[src/rtl/range_scan_if.sv]
// Channel-scan bus: scan control and packed levels in, committed classes and strobes out.
interface range_scan_if #(
    parameter int N   = 7,
    parameter int NCH = 4
);
    logic               ena;
    logic [NCH*N-1:0]   levels;
    logic [NCH*2-1:0]   class_out;
    logic               class_valid;
    logic [NCH-1:0]     change_pulse;
    logic               scan_done;

    modport master (
        output ena, levels,
        input  class_out, class_valid, change_pulse, scan_done
    );

    modport slave (
        input  ena, levels,
        output class_out, class_valid, change_pulse, scan_done
    );
endinterface

[src/rtl/range_scan_controller.sv]
// Round-robin scanner sharing one range classifier across NCH channels, with per-channel
// debounce of the 2-bit class and registered change / scan-complete strobes.
module range_scan_controller #(
    parameter int N      = 7,
    parameter int NCH    = 4,
    parameter int STABLE = 2
) (
    input  logic         clk,
    input  logic         rst_n,
    range_scan_if.slave  bus
);

    localparam int IW = (NCH > 1) ? $clog2(NCH) : 1;
    localparam int CW = $clog2(STABLE + 1);
    localparam logic [IW-1:0] LAST     = IW'(NCH - 1);
    localparam logic [CW:0]   STABLE_W = (CW + 1)'(STABLE);

    typedef enum logic [1:0] {IDLE, SAMPLE, EVAL} state_t;

    state_t             state;
    logic [IW-1:0]      idx;
    logic [N-1:0]       sample_p0;
    logic [NCH*2-1:0]   class_q;
    logic [1:0]         cand_q [NCH];
    logic [CW-1:0]      cnt_q  [NCH];
    logic [NCH-1:0]     init_q;
    logic               class_valid_q;
    logic [NCH-1:0]     pulse_q;
    logic               scan_done_q;

    logic [1:0]         c_eval;
    logic [1:0]         cls_cur;
    logic [1:0]         cand_cur;
    logic [CW:0]        cnt_inc;

    // Top two level bits select the class: 11 -> high, 00 -> low, otherwise mid.
    function automatic logic [1:0] range_classifier(input logic [N-1:0] lvl);
        case (lvl[N-1 -: 2])
            2'b11:   return 2'b10;
            2'b00:   return 2'b00;
            default: return 2'b01;
        endcase
    endfunction

    // Stage p0: level of the current channel captured only in SAMPLE
    always_ff @(posedge clk) begin
        if (state == SAMPLE && bus.ena)
            sample_p0 <= bus.levels[idx*N +: N];
    end

    assign c_eval   = range_classifier(sample_p0);
    assign cls_cur  = class_q[idx*2 +: 2];
    assign cand_cur = cand_q[idx];
    assign cnt_inc  = {1'b0, cnt_q[idx]} + (CW + 1)'(1);

    // Stage p1: classify, debounce and commit for channel idx
    always_ff @(posedge clk or negedge rst_n) begin
        if (!rst_n) begin
            state         <= IDLE;
            idx           <= '0;
            class_q       <= '0;
            class_valid_q <= 1'b0;
            pulse_q       <= '0;
            scan_done_q   <= 1'b0;
            init_q        <= '0;
            for (int k = 0; k < NCH; k++) begin
                cand_q[k] <= '0;
                cnt_q[k]  <= '0;
            end
        end else begin
            pulse_q     <= '0;
            scan_done_q <= 1'b0;
            case (state)
                IDLE: begin
                    if (bus.ena)
                        state <= SAMPLE;
                end
                SAMPLE: begin
                    state <= bus.ena ? EVAL : IDLE;
                end
                EVAL: begin
                    if (!init_q[idx]) begin
                        class_q[idx*2 +: 2] <= c_eval;
                        init_q[idx]         <= 1'b1;
                        cnt_q[idx]          <= '0;
                        cand_q[idx]         <= c_eval;
                    end else if (c_eval == cls_cur) begin
                        cnt_q[idx]  <= '0;
                        cand_q[idx] <= cls_cur;
                    end else if (c_eval != cand_cur) begin
                        cand_q[idx] <= c_eval;
                        if (STABLE == 1) begin
                            class_q[idx*2 +: 2] <= c_eval;
                            cnt_q[idx]          <= '0;
                            pulse_q[idx]        <= 1'b1;
                        end else begin
                            cnt_q[idx] <= CW'(1);
                        end
                    end else if (cnt_inc == STABLE_W) begin
                        class_q[idx*2 +: 2] <= cand_cur;
                        cnt_q[idx]          <= '0;
                        pulse_q[idx]        <= 1'b1;
                    end else begin
                        cnt_q[idx] <= cnt_inc[CW-1:0];
                    end

                    if (idx == LAST) begin
                        idx           <= '0;
                        scan_done_q   <= 1'b1;
                        class_valid_q <= 1'b1;
                    end else begin
                        idx <= idx + IW'(1);
                    end
                    state <= bus.ena ? SAMPLE : IDLE;
                end
                default: state <= IDLE;
            endcase
        end
    end

    assign bus.class_out    = class_q;
    assign bus.class_valid  = class_valid_q;
    assign bus.change_pulse = pulse_q;
    assign bus.scan_done    = scan_done_q;

endmodule

[src/flat_wrapper.sv]
// flat-port wrapper written by rule: the top's interface ports become plain ports
module range_scan_controller_flat 
#(
    parameter int N      = 7,
    parameter int NCH    = 4,
    parameter int STABLE = 2
)
  (clk, rst_n, bus_ena, bus_levels, bus_class_out, bus_class_valid, bus_change_pulse, bus_scan_done);
  range_scan_if #(.N(N), .NCH(NCH)) bus_i ();
  input  logic clk;
  input  logic rst_n;
  input wire logic [$bits(bus_i.ena)-1:0] bus_ena;
  input wire logic [$bits(bus_i.levels)-1:0] bus_levels;
  output wire logic [$bits(bus_i.class_out)-1:0] bus_class_out;
  output wire logic [$bits(bus_i.class_valid)-1:0] bus_class_valid;
  output wire logic [$bits(bus_i.change_pulse)-1:0] bus_change_pulse;
  output wire logic [$bits(bus_i.scan_done)-1:0] bus_scan_done;
  assign bus_i.ena = bus_ena;
  assign bus_i.levels = bus_levels;
  assign bus_class_out = bus_i.class_out;
  assign bus_class_valid = bus_i.class_valid;
  assign bus_change_pulse = bus_i.change_pulse;
  assign bus_scan_done = bus_i.scan_done;
  range_scan_controller #(.N(N), .NCH(NCH), .STABLE(STABLE)) u_core (.clk(clk), .rst_n(rst_n), .bus(bus_i));
endmodule
[config.mk]
export PLATFORM = sky130hd
export DESIGN_NAME = range_scan_controller_flat
export DESIGN_NICKNAME = d
export VERILOG_FILES = /design/src/rtl/range_scan_if.sv /design/src/rtl/range_scan_controller.sv /design/src/flat_wrapper.sv
export SDC_FILE = /design/constraint.sdc
export NUM_CORES = 1
export LEC_CHECK = 0
export ABC_AREA = 1
export BUFFER_PORTS_ARGS = -buffer_cell sky130_fd_sc_hd__buf_2
export CORE_UTILIZATION = 45
export CTS_BUF_LIST = sky130_fd_sc_hd__clkbuf_8
export DETAILED_ROUTE_END_ITERATION = 7
export GPL_ROUTABILITY_DRIVEN = 0
export MAX_ROUTING_LAYER = met4
export PLACE_DENSITY = 0.65
export SLEW_MARGIN = 20
export SYNTH_ARGS = -nofsm -noshare
export SYNTH_HDL_FRONTEND = slang
export SYNTH_SLANG_ARGS = --single-unit
[constraint.sdc]
create_clock -name clk -period 2.6 [get_ports clk]
set_input_delay 0.52 -clock clk [delete_from_list [all_inputs] [get_ports clk]]
set_output_delay 0.52 -clock clk [all_outputs]
set_load 0.1 [all_outputs]
==> results.md <==
Clock tree:
- The number of gates resized after CTS was 0.
- The clock transition at the registers of the reported paths is about 0.09 ns.
- The maximum number of buffers from clock root to sink is 2.
- The root buffer selected by CTS is sky130_fd_sc_hd__clkbuf_8.
- The number of clock buffers added by TritonCTS is 5.
- The buffers inserted during post-CTS setup optimization is 0.
- TritonCTS built the clock tree.
- The clock net in this run drives a total of 40 sinks.
- Clock latency on the worst-skew pair, taken at its later pin, is 0.31 ns.
- After clock tree synthesis, the flow added hold-fix buffers numbering 0.
- The H-tree level count is 2.

Timing:
- The minimum clock period is 2.253 ns.
- In this run the tightest slew margin relative to its limit is 0.4328.
- The number of endpoints failing setup at the final stage is 0.
- Timing would allow up to 0.4438 GHz.
- The worst clock skew is approximately 0.0084 ns.
- The final setup slack of the worst path is 0.3467 ns.
- Adding up every negative setup slack in the final design gives 0 ns.
- For the pin with the worst max-slew slack, the measured transition is 0.8508 ns.
- Setup repair after global routing left no endpoint under its margin.
- In the finished design, the share of the clock period the worst path needs comes to 0.8667.
- The number of max-slew violations in the final report is 0.
- The number of hold violations in the final report is 0.

Worst setup path:
- STA puts the critical path data arrival time at 2.46 ns.
- In this run the worst path has a maximum fanout of 9.
- The endpoint kind of the worst setup timing path is a flop.
- The type of the worst setup path is reg -> reg.
- Data on the critical path is required at its endpoint by 2.80 ns.
- STA classifies the critical path startpoint as a flop.
- In this run the register-to-register setup slack is 0.35 ns.

Run:
- The number of max-cap violations is 0.

Die:
- The die outline width is 83.40 um.
- The placement row count is 29.
- The floorplan die height is roughly 83 um.
- The starting density of the core is 0.4669.
- The die covers between 6000 and 7000 sq um.
- The area of the core region is 6386 sq um.
- Pin placement for this block handled 45 I/O pins.

Placed design:
- The number of placed instances, taps included, is 509.
- The estimated wirelength of the detail-placed design is about 5600 um.
- The post-place setup slack is 0.3682 ns.
- The count of buffers added on input and output ports is 24.

Final layout:
- The filler-free cell count of the finished design is 517.
- The synthesis-to-layout area growth is 9.400%.
- The final net count is 479.
- The proportion of layout cells with a drive suffix above 1 is 0.2023.
- The library cell used most frequently in the layout, excluding fill and tap cells, is sky130_fd_sc_hd__nand2_1.
- The total of fill cells in the finished design is 642.
- The library cells used most frequently in the layout, excluding fill and tap cells, are sky130_fd_sc_hd__nand2_1, sky130_fd_sc_hd__dfrtp_1, sky130_fd_sc_hd__nand3_1.
- The final cell utilization of the core is 0.5108.
- The number of antenna cells inserted is 0.

Run status:
- The flow ran to the end, and the final reports show no timing, DRC or antenna violations.

Yosys:
- The synthesized design contains 2 enable-type register cells.
- For this run, the number of Yosys warnings is 0.
- The synthesized cell area is around 3000 sq um.
- The main flop type after synthesis is sky130_fd_sc_hd__dfrtp_1.
- In this run, synthesis produced a sequential element count of 40.
- In the synthesized netlist, the number of instances is 414.
- The average cell area after synthesis is 7.202 sq um.
- Synthesis produced a netlist with a net count of 454.
- The share of flip-flops with an asynchronous set or reset is 0.9500.
- In this run, distinct cell masters in the synthesized netlist total 33.
- The register area share after synthesis is 0.3391.

Routing:
- The number of search-and-repair iterations in the first detailed-routing pass is 4.
- Once detail routing completed, the nets flagged for antenna violations numbered 0.
- The routed length per placed instance is between 10 and 15 um.
- After detailed routing, the number of vias per cell comes to roughly 5.4.
- In the routed design, unresolved DRC markers number 0.
- The total via count after detailed routing is 2787.
- The sum of routed wire length over all layers is 7750 um.
- The detailed router finished its first iteration with ~270 violations.

Power and ir drop:
- The maximum VDD drop is 0.8109 mV.
- Power spread over the standard cell area amounts to 1396 nW/um^2.
- In this run the static leakage power is about 1.6 nW.

GRT:
- The maximum number of pins on one net before global-route repair is 39.
- The number of antenna violations at the first check in global routing was 0.
- The overall routing resource usage is 0.2488.
- The first global-routing pass estimated approximately 13000 um of wire.
- After global routing the overflow that remains totals 0.
- The via count of the first global-routing pass is roughly 2700.

Hold path:
- In this run the worst hold path is classified as in -> async.
-- per-layer routing --
layer / routed length, um / global-route usage / vias to the layer above
met5: 0 / - / -
met4: 216 / 0.09561 / 0
met3: 364 / 0.04374 / 21
met2: 3462 / 0.3800 / 77
met1: 3706 / 0.3295 / 1278
li1: - / - / 1411
-- per-stage QoR --
step | total power [mW] | hold WS, ns | cell area (sq um)
2_1_floorplan | 3.432 | 0.2244 | 2982
3_3_place_gp | 3.932 | 0.4117 | 3151
3_5_place_dp | 3.997 | 0.4174 | 3151
4_1_cts | 4.526 | 0.3570 | 3262
5_1_grt | 4.954 | 0.3931 | 3262
6_report | 4.553 | 0.3025 | 3262
-- power breakdown --
group          switching, mW  internal [mW]  total (mW)  leakage, nW
combinational           2.21          0.881        3.09         1.03
sequential             0.125          0.802       0.927        0.523
clock                  0.249          0.284       0.533       0.0541
total                   2.59           1.97        4.55         1.60
-- Yosys cell counts, types with 2 or more instances --
cell type,n,area (sq um)
sky130_fd_sc_hd__edfxtp_1,2,60.06
sky130_fd_sc_hd__a22oi_1,4,30.03
sky130_fd_sc_hd__nand2_4,3,33.78
sky130_fd_sc_hd__nand4_1,10,62.56
sky130_fd_sc_hd__nand3_4,4,70.07
sky130_fd_sc_hd__o22ai_1,2,12.51
sky130_fd_sc_hd__nand4_2,3,37.54
sky130_fd_sc_hd__buf_6,5,56.30
sky130_fd_sc_hd__inv_2,5,18.77
sky130_fd_sc_hd__o21ai_0,32,160.2
sky130_fd_sc_hd__nand2_2,16,100.1
sky130_fd_sc_hd__buf_8,2,30.03
sky130_fd_sc_hd__buf_2,5,25.02
sky130_fd_sc_hd__nand2_1,143,536.8
sky130_fd_sc_hd__clkbuf_1,5,18.77
sky130_fd_sc_hd__clkinv_1,3,11.26
sky130_fd_sc_hd__o21bai_1,3,22.52
sky130_fd_sc_hd__o21ai_1,13,65.06
sky130_fd_sc_hd__a21oi_1,6,30.03
sky130_fd_sc_hd__nand3_2,8,80.08
sky130_fd_sc_hd__dfrtp_1,38,950.9
sky130_fd_sc_hd__nor3_1,5,25.02
sky130_fd_sc_hd__ha_1,9,112.6
sky130_fd_sc_hd__inv_1,21,78.83
sky130_fd_sc_hd__nor2_8,2,40.04
sky130_fd_sc_hd__nand3_1,35,175.2
sky130_fd_sc_hd__nor2_1,24,90.09
-- critical path: stages, from the launching register on --
cell	delay, ns
sky130_fd_sc_hd__dfrtp_1	0.40
sky130_fd_sc_hd__buf_4	0.18
sky130_fd_sc_hd__nand2_1	0.07
sky130_fd_sc_hd__nand3_1	0.07
sky130_fd_sc_hd__nand2_1	0.17
sky130_fd_sc_hd__inv_1	0.09
sky130_fd_sc_hd__ha_1	0.28
sky130_fd_sc_hd__nor2_1	0.38
sky130_fd_sc_hd__nand3_4	0.17
sky130_fd_sc_hd__nand2_2	0.14
sky130_fd_sc_hd__nand2_1	0.06
sky130_fd_sc_hd__nand2_1	0.08
sky130_fd_sc_hd__nand2_1	0.05
-- final timing paths --
path | start | cells past startpoint | to
max in group asynchronous | rst_n | 1 | u_core.init_q[0]$_DFFE_PN0P_
max reg2reg | u_core.idx[0]$_DFFE_PN0N_ | 12 | u_core.cnt_q[4]$_DFFE_PN0P_
min reg2reg | u_core.state[0]$_DFFE_PN0P_ | 1 | u_core.state[0]$_DFFE_PN0P_
min | rst_n | 1 | u_core.bus.class_out[7]$_DFFE_PN0P_
max | u_core.idx[0]$_DFFE_PN0N_ | 12 | u_core.cnt_q[4]$_DFFE_PN0P_
min in group clk | u_core.state[0]$_DFFE_PN0P_ | 1 | u_core.state[0]$_DFFE_PN0P_
-- final cells by class --
cell class              count  area, sq um  share of cell area
clock buffers               5        68.82             0.02110
clock inverters             3        42.54             0.01304
inverters                  30        115.1             0.03529
multi-input cells         326         1718              0.5267
flip-flops and latches     40         1011              0.3099
well taps                  77        96.34             0.02954
repair buffers             36        210.2             0.06444
-- flip-flops by register name, summed over array words and instances, names as in the netlist --
signal                   count
u_core.cand_q                8
u_core.state                 2
u_core.bus.scan_done         1
u_core.sample_p0             2
u_core.bus.class_valid       1
u_core.init_q                4
u_core.bus.change_pulse      4
u_core.bus.class_out         8
u_core.cnt_q                 8
u_core.idx                   2
-- cell families after synthesis --
| group | Yosys count | share of synthesized area |
|---|---|---|
| and+or+nand+nor | 255 | 0.4255 |
| DFF | 40 | 0.3391 |
| AOI/OAI and AO/OA | 62 | 0.1129 |
| adders and majority gates | 9 | 0.03777 |
| buffers and inverters | 48 | 0.08477 |
No activity file was read; power rests on OpenSTA's default activity.
